[src/rtl/sdram_loader_pkg.sv]
// Shared types and constants for the SDRAM ROM loader.
// Holds the sequencer state encoding, byte-strobe codes, port-select encoding
// and the address routing helpers that map a download byte address onto a port.
package sdram_loader_pkg;

   // First download byte address that belongs to the sprite region (even).
   localparam logic [24:0] SP_START = 25'h0A000;

   localparam logic [1:0] DS_WORD = 2'b11;
   localparam logic [1:0] DS_LO   = 2'b01;
   localparam logic [1:0] DS_HI   = 2'b10;

   typedef enum logic [2:0] {
      IDLE,
      COLLECT,
      ISSUE,
      WAIT_ACK,
      DONE
   } state_t;

   typedef enum logic {
      SEL_PORT1 = 1'b0,   // banks 0/1: CPU and tile ROMs
      SEL_PORT2 = 1'b1    // banks 2/3: sprite ROMs
   } port_sel_t;

   function automatic port_sel_t route_sel(input logic [24:0] addr);
      return (addr < SP_START) ? SEL_PORT1 : SEL_PORT2;
   endfunction

   // Sprite addresses are rebased to the start of their bank pair; the
   // 25-bit difference is deliberately truncated to the 23-bit word address.
   function automatic logic [22:0] route_addr(input logic [24:0] addr);
      logic [24:0] off;
      off = (addr < SP_START) ? addr : (addr - SP_START);
      return off[23:1];
   endfunction

endpackage

[src/rtl/sdram_req_port.sv]
// One toggle-handshake write request port towards the SDRAM controller.
// Latency: issue pulse -> req toggle and a/d/ds update on the same clock edge.
// Backpressure: busy stays high from the toggle until the registered ack matches req.
//
// Ports: clk, reset (sync, active-high); ack from controller; issue pulse with
// wr_a/wr_d/wr_ds payload; req/a/d/ds to controller; busy to the sequencer.
module sdram_req_port
   import sdram_loader_pkg::*;
(
   input  logic        clk,
   input  logic        reset,
   input  logic        ack,
   input  logic        issue,
   input  logic [22:0] wr_a,
   input  logic [15:0] wr_d,
   input  logic [1:0]  wr_ds,
   output logic        req,
   output logic [22:0] a,
   output logic [15:0] d,
   output logic [1:0]  ds,
   output logic        busy
);

   logic ack_q;

   always_ff @(posedge clk) begin
      if (reset) begin
         // Aligning req to ack means the controller sees no request after reset.
         req   <= ack;
         ack_q <= ack;
         a     <= '0;
         d     <= '0;
         ds    <= DS_WORD;
      end else begin
         ack_q <= ack;
         if (issue) begin
            req <= ~req;
            a   <= wr_a;
            d   <= wr_d;
            ds  <= wr_ds;
         end
      end
   end

   // Ack is compared in its registered form, so busy clears one cycle after the echo.
   assign busy = req ^ ack_q;

endmodule

[src/rtl/sdram_rom_loader.sv]
// Packs the byte-wide ROM download into 16-bit SDRAM writes routed to port 1 or 2.
// Latency: byte completing a word -> req toggle at the edge ending the next cycle.
// Backpressure: ioctl_wait high while a write is in flight or a latched byte is pending.
//
// Ports: clk, reset (sync, active-high); ioctl_downl/wr/addr/dout download input,
// ioctl_wait stall; port1_*/port2_* toggle request ports; rom_loaded completion level.
module sdram_rom_loader
   import sdram_loader_pkg::*;
(
   input  logic        clk,
   input  logic        reset,
   input  logic        ioctl_downl,
   input  logic        ioctl_wr,
   input  logic [24:0] ioctl_addr,
   input  logic [7:0]  ioctl_dout,
   output logic        ioctl_wait,
   output logic        port1_req,
   input  logic        port1_ack,
   output logic        port1_we,
   output logic [22:0] port1_a,
   output logic [1:0]  port1_ds,
   output logic [15:0] port1_d,
   output logic        port2_req,
   input  logic        port2_ack,
   output logic        port2_we,
   output logic [22:0] port2_a,
   output logic [1:0]  port2_ds,
   output logic [15:0] port2_d,
   output logic        rom_loaded
);

   state_t      state, state_n;
   logic        downl_q;
   logic        restart, restart_n;
   logic        held_vld, held_vld_n;
   logic [24:0] held_addr, held_addr_n;
   logic [7:0]  held_dat, held_dat_n;
   logic        pend_vld, pend_vld_n;
   logic [24:0] pend_addr, pend_addr_n;
   logic [7:0]  pend_dat, pend_dat_n;
   port_sel_t   iss_sel, iss_sel_n;
   logic [22:0] iss_a, iss_a_n;
   logic [15:0] iss_d, iss_d_n;
   logic [1:0]  iss_ds, iss_ds_n;

   logic        p1_issue, p2_issue, p1_busy, p2_busy, busy;
   logic        rise;
   logic        cur_vld, same_word, do_issue;
   logic [24:0] cur_addr, src_addr;
   logic [7:0]  cur_dat;
   logic [15:0] src_d;
   logic [1:0]  src_ds;

   assign rise = ioctl_downl & ~downl_q;
   assign busy = p1_busy | p2_busy;

   always_ff @(posedge clk) begin
      if (reset) begin
         state     <= IDLE;
         downl_q   <= 1'b0;
         restart   <= 1'b0;
         held_vld  <= 1'b0;
         held_addr <= '0;
         held_dat  <= '0;
         pend_vld  <= 1'b0;
         pend_addr <= '0;
         pend_dat  <= '0;
         iss_sel   <= SEL_PORT1;
         iss_a     <= '0;
         iss_d     <= '0;
         iss_ds    <= DS_WORD;
      end else begin
         state     <= state_n;
         downl_q   <= ioctl_downl;
         restart   <= restart_n;
         held_vld  <= held_vld_n;
         held_addr <= held_addr_n;
         held_dat  <= held_dat_n;
         pend_vld  <= pend_vld_n;
         pend_addr <= pend_addr_n;
         pend_dat  <= pend_dat_n;
         iss_sel   <= iss_sel_n;
         iss_a     <= iss_a_n;
         iss_d     <= iss_d_n;
         iss_ds    <= iss_ds_n;
      end
   end

   always_comb begin
      state_n     = state;
      restart_n   = restart;
      held_vld_n  = held_vld;
      held_addr_n = held_addr;
      held_dat_n  = held_dat;
      pend_vld_n  = pend_vld;
      pend_addr_n = pend_addr;
      pend_dat_n  = pend_dat;
      iss_sel_n   = iss_sel;
      iss_a_n     = iss_a;
      iss_d_n     = iss_d;
      iss_ds_n    = iss_ds;
      p1_issue    = 1'b0;
      p2_issue    = 1'b0;
      do_issue    = 1'b0;
      src_addr    = '0;
      src_d       = '0;
      src_ds      = DS_WORD;

      // A byte deferred behind a flush is re-evaluated before new input;
      // the source is stalled while it exists, so the two never collide.
      cur_vld   = pend_vld | ioctl_wr;
      cur_addr  = pend_vld ? pend_addr : ioctl_addr;
      cur_dat   = pend_vld ? pend_dat  : ioctl_dout;
      same_word = (held_addr[24:1] == cur_addr[24:1]);

      case (state)
         IDLE, DONE: begin
            if (rise) begin
               state_n    = COLLECT;
               restart_n  = 1'b0;
               held_vld_n = 1'b0;
               pend_vld_n = 1'b0;
            end
         end

         COLLECT: begin
            if (rise) begin
               held_vld_n = 1'b0;
               pend_vld_n = 1'b0;
            end else if (cur_vld) begin
               pend_vld_n = 1'b0;
               if (held_vld && !same_word) begin
                  // Flush the lone low byte, keep the new byte for later.
                  do_issue    = 1'b1;
                  src_addr    = held_addr;
                  src_d       = {8'h00, held_dat};
                  src_ds      = DS_LO;
                  held_vld_n  = 1'b0;
                  pend_vld_n  = 1'b1;
                  pend_addr_n = cur_addr;
                  pend_dat_n  = cur_dat;
               end else if (!cur_addr[0]) begin
                  held_vld_n  = 1'b1;
                  held_addr_n = cur_addr;
                  held_dat_n  = cur_dat;
               end else if (held_vld) begin
                  do_issue   = 1'b1;
                  src_addr   = cur_addr;
                  src_d      = {cur_dat, held_dat};
                  src_ds     = DS_WORD;
                  held_vld_n = 1'b0;
               end else begin
                  do_issue = 1'b1;
                  src_addr = cur_addr;
                  src_d    = {cur_dat, 8'h00};
                  src_ds   = DS_HI;
               end
            end else if (!ioctl_downl) begin
               if (held_vld) begin
                  do_issue   = 1'b1;
                  src_addr   = held_addr;
                  src_d      = {8'h00, held_dat};
                  src_ds     = DS_LO;
                  held_vld_n = 1'b0;
               end else begin
                  state_n = DONE;
               end
            end
         end

         ISSUE: begin
            p1_issue = (iss_sel == SEL_PORT1);
            p2_issue = (iss_sel == SEL_PORT2);
            if (rise) restart_n = 1'b1;
            state_n = WAIT_ACK;
         end

         WAIT_ACK: begin
            if (rise) restart_n = 1'b1;
            if (!busy) begin
               if (restart || rise) begin
                  // New download began mid-write: drop whatever was collected.
                  restart_n  = 1'b0;
                  held_vld_n = 1'b0;
                  pend_vld_n = 1'b0;
                  state_n    = COLLECT;
               end else if (!ioctl_downl && !held_vld && !pend_vld) begin
                  state_n = DONE;
               end else begin
                  state_n = COLLECT;
               end
            end
         end

         default: state_n = IDLE;
      endcase

      if (do_issue) begin
         iss_sel_n = route_sel(src_addr);
         iss_a_n   = route_addr(src_addr);
         iss_d_n   = src_d;
         iss_ds_n  = src_ds;
         state_n   = ISSUE;
      end
   end

   assign ioctl_wait = (state == ISSUE) || (state == WAIT_ACK) || pend_vld;
   assign rom_loaded = (state == DONE);
   assign port1_we   = 1'b1;
   assign port2_we   = 1'b1;

   sdram_req_port u_port1 (
      .clk   (clk),
      .reset (reset),
      .ack   (port1_ack),
      .issue (p1_issue),
      .wr_a  (iss_a),
      .wr_d  (iss_d),
      .wr_ds (iss_ds),
      .req   (port1_req),
      .a     (port1_a),
      .d     (port1_d),
      .ds    (port1_ds),
      .busy  (p1_busy)
   );

   sdram_req_port u_port2 (
      .clk   (clk),
      .reset (reset),
      .ack   (port2_ack),
      .issue (p2_issue),
      .wr_a  (iss_a),
      .wr_d  (iss_d),
      .wr_ds (iss_ds),
      .req   (port2_req),
      .a     (port2_a),
      .d     (port2_d),
      .ds    (port2_ds),
      .busy  (p2_busy)
   );

endmodule

[config.mk]
export PLATFORM = sky130hd
export DESIGN_NAME = sdram_rom_loader
export DESIGN_NICKNAME = d
export VERILOG_FILES = /design/src/rtl/sdram_loader_pkg.sv /design/src/rtl/sdram_req_port.sv /design/src/rtl/sdram_rom_loader.sv
export SDC_FILE = /design/constraint.sdc
export NUM_CORES = 1
export LEC_CHECK = 0
export CORE_AREA = 2 2 134 136
export DETAILED_ROUTE_END_ITERATION = 7
export DIE_AREA = 0 0 136 138
export HOLD_SLACK_MARGIN = 0.08
export PLACE_DENSITY = 0.75
export SKIP_CTS_REPAIR_TIMING = 1
export SLEW_MARGIN = 10
export SYNTH_ARGS = -nofsm -noshare
export SYNTH_HDL_FRONTEND = slang
export SYNTH_SLANG_ARGS = --single-unit
[constraint.sdc]
create_clock -name clk -period 3.2 [get_ports clk]
set_clock_uncertainty 0.05 [all_clocks]
set_input_delay 0.48 -clock clk [delete_from_list [all_inputs] [get_ports clk]]
set_output_delay 0.48 -clock clk [all_outputs]
set_load 0.01 [all_outputs]
=== Yosys cells after proc, flatten, opt, wreduce, memory -nomap -nowiden ===
Cells that the tools add are included.

* Flip-flop bits (word level): 200
* Bits of input ports: 39
* Output and inout port bits: 88
* Word-level logic and storage cells: 149

* Add/subtract/negate cells: 1
* Order comparisons: 1
* Eq/ne operators: 20
* Multiplexer cells: 67
* Bitwise logic cells: 12
* Reductions and logical operators: 24

{| class="wikitable"
|+ Operators by type and width
! kind !! number
|-
| 25-bit two-way mux || 8
|-
| 16-bit two-way mux || 5
|-
| 8-bit two-way mux || 4
|-
| 1-bit two-way mux || 30
|-
| 25-bit by 16-bit < comparator with 1-bit output (second input constant) || 1
|-
| 24-bit equality test || 1
|-
| 24-bit two-way mux || 1
|-
| 3-bit two-way mux || 8
|-
| 24-bit by 16-bit subtractor with 24-bit output (second input constant) || 1
|-
| 3-bit != test (second input constant) || 7
|-
| 5-bit AND reduction || 3
|-
| 2-bit two-way mux || 7
|-
| 2-bit != test (second input constant) || 7
|-
| 3-bit one-hot mux with 4 select lines || 1
|-
| 6-bit AND reduction || 2
|-
| 1-bit one-hot mux with 3 select lines || 3
|-
| 1-bit NOT || 7
|-
| 3-bit by 2-bit equality test with 1-bit output (second input constant) || 2
|-
| 3-bit nonzero test || 2
|-
| 1-bit logical NOT || 4
|-
| 4-bit != test (second input constant) || 1
|-
| 4-bit AND reduction || 1
|-
| 2-bit nonzero test || 2
|-
| 2-bit OR reduction || 2
|-
| 9 further kinds || 15
|}

=== Depth between registers and ports, before layout ===
Gate-level depths: netlist of the first run.

* Depth in word-level cells: 10
* Mapped depth: 15
* Gate-level depth less buffers: 11

=== Modules after synthesis ===
Synthesis of the first run repeated with hierarchy kept, for this count alone.

* Cells, all modules: 902
* Area, all modules: 8,610.8 um^2

{| class="wikitable"
|+ By module, submodules not included
! module !! instances !! cells an instance !! area an instance (um^2) !! seq. area each (um^2)
|-
| sdram_rom_loader || 1 || 624 || 5,462.7 || 2,282.2
|-
| sdram_req_port || 2 || 139 || 1,574.0 || 870.8
|}

=== Least setup slack after synthesis of the first run ===
Ideal clock, no wire load.

* Path kind: reg2reg
* From: register pend_vld
* To: register iss_a[22]
* Library setup time: 79 ps
* Data arrival time: 3,195 ps
* Data required time: 3,071 ps
* Setup slack: -124 ps
* Stages on the path, launching flop included: 14
* Buffers on the path: 2
* Clock period less this slack: 3,324 ps
* Cells stage by stage: dfxtp_1 -> buf_6 -> buf_6 -> mux2_2 -> xor2_1 -> nor4_1 -> and4_1 -> a21oi_4 -> o221a_2 -> or3_1 -> or2_4 -> nor4b_4 -> xnor2_1 -> a211oi_2

* Cells in the longest elaborated chain, start to end: 10
* Elaborated cells on any way between the ends: 18
* Those cells by class: add/sub (1); order compare (1); eq/ne (1); mux (12); bitwise (1); reduce/logical (2)

{| class="wikitable"
|+ RTL lines
! item !! RTL line !! RTL
|-
| from (decl) || sdram_rom_loader.sv:38 || <nowiki>logic pend_vld, pend_vld_n;</nowiki>
|-
| from (signal assigned) || sdram_rom_loader.sv:79 || <nowiki>pend_vld <= pend_vld_n;</nowiki>
|-
| 25-bit two-way mux || sdram_rom_loader.sv:112 || <nowiki>cur_addr = pend_vld ? pend_addr : ioctl_addr;</nowiki>
|-
| 24-bit equality test || sdram_rom_loader.sv:114 || <nowiki>same_word = (held_addr[24:1] == cur_addr[24:1]);</nowiki>
|-
| 1-bit logical NOT || sdram_rom_loader.sv:132 || <nowiki>if (held_vld && !same_word) begin</nowiki>
|-
| 1-bit logical AND || sdram_rom_loader.sv:132 ||
|-
| 25-bit two-way mux || sdram_rom_loader.sv:132 ||
|-
| 25-bit two-way mux || sdram_rom_loader.sv:130 || <nowiki>end else if (cur_vld) begin</nowiki>
|-
| 25-bit two-way mux || sdram_rom_loader.sv:127 || <nowiki>if (rise) begin</nowiki>
|-
| 25-bit two-way mux || sdram_rom_loader.sv:116 || <nowiki>case (state)</nowiki>
|-
| 24-bit by 16-bit subtractor with 24-bit output / 25-bit by 16-bit < comparator with 1-bit output (equally long branches) || sdram_loader_pkg.sv:34 || <nowiki>off = (addr < SP_START) ? addr : (addr - SP_START);</nowiki>
|-
| 24-bit two-way mux || sdram_loader_pkg.sv:34 ||
|-
| to (signal assigned) || sdram_rom_loader.sv:83 || <nowiki>iss_a <= iss_a_n;</nowiki>
|-
| to (decl) || sdram_rom_loader.sv:42 || <nowiki>logic [22:0] iss_a, iss_a_n;</nowiki>
|}

Parallel ways exist; a longest one is shown, timed or not.
A chain may end at the register's enable or synchronous reset.

=== Worst setup path in the final report of the first run ===
Same ends and word-level chain as after synthesis.

==> results of run 1 <==
-- state kept, by name (all words and copies together), names as in the netlist, 2 cells and up --
register,flops
held_addr,24
held_dat,8
iss_a,23
iss_d,16
iss_ds,2
pend_addr,25
pend_dat,8
state,3
u_port1.a,23
u_port1.d,16
u_port1.ds,2
u_port2.a,23
u_port2.d,16
u_port2.ds,2
-- logic make-up after synthesis --
| family | synth area share [%] |
|---|---|
| AND/OR/NAND/NOR | 21.13 |
| AO/OA/AOI/OAI | 17.46 |
| flip-flops | 48.37 |
| buffers and inverters | 4.136 |
| multiplexers | 5.700 |
| XOR/XNOR | 3.158 |
| other | 0.04508 |
-- stage by stage --
step / setup WS, ns / setup TNS [ns] / utilization, % / power (mW)
after floorplan: -0.09121 / -0.1433 / - / 2.876
after global placement: -0.6113 / -17.59 / 59.06 / 3.072
after detailed placement: -0.6866 / -20.98 / 59.06 / 3.081
after CTS: -0.4043 / -4.412 / 62.45 / 5.197
after global routing: -0.4496 / -14.72 / 68.34 / 5.477
final: -0.3772 / -7.619 / 68.34 / 5.327
-- layout by cell type (no fill, tap or decap), types with 4 or more instances in the layout --
| cell type | instances |
|---|---|
| sky130_fd_sc_hd__a211oi_1 | 16 |
| sky130_fd_sc_hd__a211oi_2 | 22 |
| sky130_fd_sc_hd__a21oi_1 | 121 |
| sky130_fd_sc_hd__a21oi_2 | 5 |
| sky130_fd_sc_hd__a221oi_1 | 6 |
| sky130_fd_sc_hd__a22o_1 | 7 |
| sky130_fd_sc_hd__buf_12 | 14 |
| sky130_fd_sc_hd__buf_4 | 89 |
| sky130_fd_sc_hd__buf_6 | 14 |
| sky130_fd_sc_hd__clkbuf_16 | 23 |
| sky130_fd_sc_hd__clkdlybuf4s50_1 | 123 |
| sky130_fd_sc_hd__dfxtp_1 | 197 |
| sky130_fd_sc_hd__inv_1 | 7 |
| sky130_fd_sc_hd__inv_6 | 4 |
| sky130_fd_sc_hd__inv_8 | 4 |
| sky130_fd_sc_hd__mux2_2 | 4 |
| sky130_fd_sc_hd__mux2_4 | 5 |
| sky130_fd_sc_hd__mux2i_1 | 25 |
| sky130_fd_sc_hd__mux2i_2 | 5 |
| sky130_fd_sc_hd__mux2i_4 | 4 |
| sky130_fd_sc_hd__nand2_1 | 256 |
| sky130_fd_sc_hd__nand2b_1 | 9 |
| sky130_fd_sc_hd__nand3b_1 | 4 |
| sky130_fd_sc_hd__nor2_1 | 61 |
| sky130_fd_sc_hd__nor2_2 | 11 |
| sky130_fd_sc_hd__nor2_4 | 13 |
| sky130_fd_sc_hd__nor3_1 | 20 |
| sky130_fd_sc_hd__nor4_1 | 6 |
| sky130_fd_sc_hd__nor4_2 | 4 |
| sky130_fd_sc_hd__o21ai_0 | 25 |
| sky130_fd_sc_hd__xnor2_1 | 19 |
| sky130_fd_sc_hd__xor2_1 | 7 |
-- power breakdown --
part | internal, mW | switching [mW]
combinational | 0.264 | 0.305
sequential | 2.53 | 0.0553
clock | 1.09 | 1.08
total | 3.89 | 1.44
-- worst max-delay path: cells and delay by family, from the launching register on --
| kind | cells | cell delay [ns] |
|---|---|---|
| simple gates | 5 | 1.70 |
| compound gates | 3 | 0.45 |
| xor+xnor | 2 | 0.33 |
| buf+inv | 2 | 0.29 |
| flops | 1 | 0.43 |
| mux | 1 | 0.17 |
-- layer usage --
metal  GRT usage, %  vias to the layer above  share of wire, %
met4          6.579                        0               3.3
met3          3.557                       83               6.2
met2          35.76                      400                47
met5              0                        -                 0
li1               -                     3827                 -
met1          33.05                     3837                43
-- final timing paths --
path / to / slack, ns / depth (start not counted)
worst max-delay path: iss_a[22] / -0.38 / 13
worst min register to register: pend_dat[6] / 0.40 / 2
worst max register to register: iss_a[22] / -0.38 / 13
worst min-delay path: state[1] / 0.36 / 2
-- cell type report --
class | count | area [um^2] | share of cell area [%]
tap | 229 | 286.5 | 2.391
timing repair buffer | 248 | 2507 | 20.93
multi-input combinational | 726 | 4539 | 37.88
clock buffer | 18 | 450.4 | 3.759
inverter | 7 | 26.28 | 0.2193
sequential | 200 | 4028 | 33.61
clock inverter | 14 | 145.1 | 1.211
==> results.yml, run 1 <==
layout:
  num_antenna_cells: 0
  finish.cell_count_without_fillers: 1442
  count_of_filler_cells_inserted_in_the_layout: 1293
  fin_nets: 1239
  final_layout_size_suffix_gt1_share_pct: 22.34
  syn_to_final_growth_pct: 44.04
  final_area_mm2: 0.01198
sta:
  hold_slack_ns: 0.3594
  timing.final.crit_share_pct: 111.8
  fmax_mhz: 279.5
  setup_violations: 57
  timing.final.max_slew_violations: 0
  worst_pin_slew_ns: 0.6788
  finalWorstPathRequiredPeriod_ns: 3.577
  maxSlewHeadroom_pct: 54.69
  finalHoldViolCount: 0
  rsz0062_at_grt: "true"
  setup_slack_ns: -0.3772
critical_path:
  required_ns: 3.47
  slowest_delay_ns: 0.43
  timing_worst_setup_path_type: "reg -> reg"
  crit_path_top_delay_cell: "sky130_fd_sc_hd__dfxtp_4"
  worst_path_most_repeated_cell: "sky130_fd_sc_hd__xnor2_1"
  setup.worst_path.start_class: "flip-flop"
  crit_arrival_ns: 3.84
  launch_point_of_the_worst_path: "pend_vld"
  path_max_fanout: 8
  cp_cell_sequence: "buf_12 -> mux2i_1 -> buf_4 -> xnor2_1 -> nor4_1 -> and4_2 -> a21oi_4 -> o221a_4 -> or3_4 -> or2_4 -> nor4b_4 -> xnor2_1 -> a211oi_2"
  worst_setup_path_end_kind: "flip-flop"
  r2r_start: "pend_vld"
synth:
  ys.flop_type: "sky130_fd_sc_hd__dfxtp_1"
  netlist_instances: 1005
  fraction_of_registers_with_async_set_or_reset_after_synthesis_pct: 0
  synth.top_cells.by_area: "sky130_fd_sc_hd__dfxtp_1 48%, sky130_fd_sc_hd__nand2_1 12%, sky130_fd_sc_hd__a21oi_1 7.6%, sky130_fd_sc_hd__nor2_1 3.8%, sky130_fd_sc_hd__mux2i_1 3.7%"
  synth_edf_count: 2
  yosys.cell_count.top_type: "sky130_fd_sc_hd__nand2_1"
  synth_cell_types: 59
  synth-seq-area-share_pct: 48.37
  post_synth_instance_area_mm2: 0.008319
  dominant_cell_type_by_area_after_synthesis: "sky130_fd_sc_hd__dfxtp_1"
  yosysWarningCount: 0
  synth_area_per_cell_um2: 8.278
  ys_ff_latch: 200
  post_synth_most_frequent_cells: "259 x sky130_fd_sc_hd__nand2_1, 198 x sky130_fd_sc_hd__dfxtp_1, 126 x sky130_fd_sc_hd__a21oi_1, 84 x sky130_fd_sc_hd__nor2_1, 64 x sky130_fd_sc_hd__clkbuf_1"
  synth_top_cell_area_share_pct: 47.65
global_routing:
  global_route.usage.total_pct: 22.98
  grt_pass1_wl_um: 34820
  antenna_found_initial: 0
  grt_pass1_vias: 6788
  grt_remaining_overflow: 0
  pin_count_of_the_biggest_net_entering_global_routing: 123
route:
  routed_wl_um: 25590
  drt_first_iter_violations: 924
  wl_per_cell_um: 17.75
  route.vias.total: 8147
  detail_route.vias_per_cell: 5.650
  first_pass_iters: 5
  drc_errors: 0
  drt.antenna.violating_nets: 0
clocking:
  clock_pin_slew_on_the_worst_setup_and_hold_paths_ns: 0.08
  cts.htree.levels: 4
  clk_latency_ns: 0.45
  clock-root-buffer: "sky130_fd_sc_hd__clkbuf_16"
  clockBufferDepth: 2
  tritoncts.num_buffers: 17
  clock_sink_count: 200
  cts_tree: "done"
placement:
  place.gp.congestion: 0.9138
  dp_hpwl_um: 15080
  place.detailed.instances: 1377
  placed_area_mm2: 0.01035
  portBuffers: 124
floorplanning:
  fp.coreArea_mm2: 0.01753
  rows: 49
  dieArea_mm2: 0.01877
  die_w_um: 136
  floorplan.initialDensity_pct: 47.45
  die_height_um: 138
  io-pin-count: 127
power_and_ir_drop:
  power-per-cell-area_mw_per_mm2: 444.6
  leakage_nw: 4.170
  peakVddDrop_mv: 0.4270
job:
  cap_viol_max_count: 0
run_status:
  failed_checks: "setup timing"
  outcome: "finished, violations left"
worst_hold_path:
  holdCritStartpoint: "reset"
  min_path_type: "in -> reg"
Note: power is estimated with default switching activity, not from simulation.
==> inputs of run 2 (changes only) <==
CTS_CLUSTER_DIAMETER = 80   (was default)
==> results of run 2 <==
The final DEF is identical to that of run 1; final timing and power are the same.
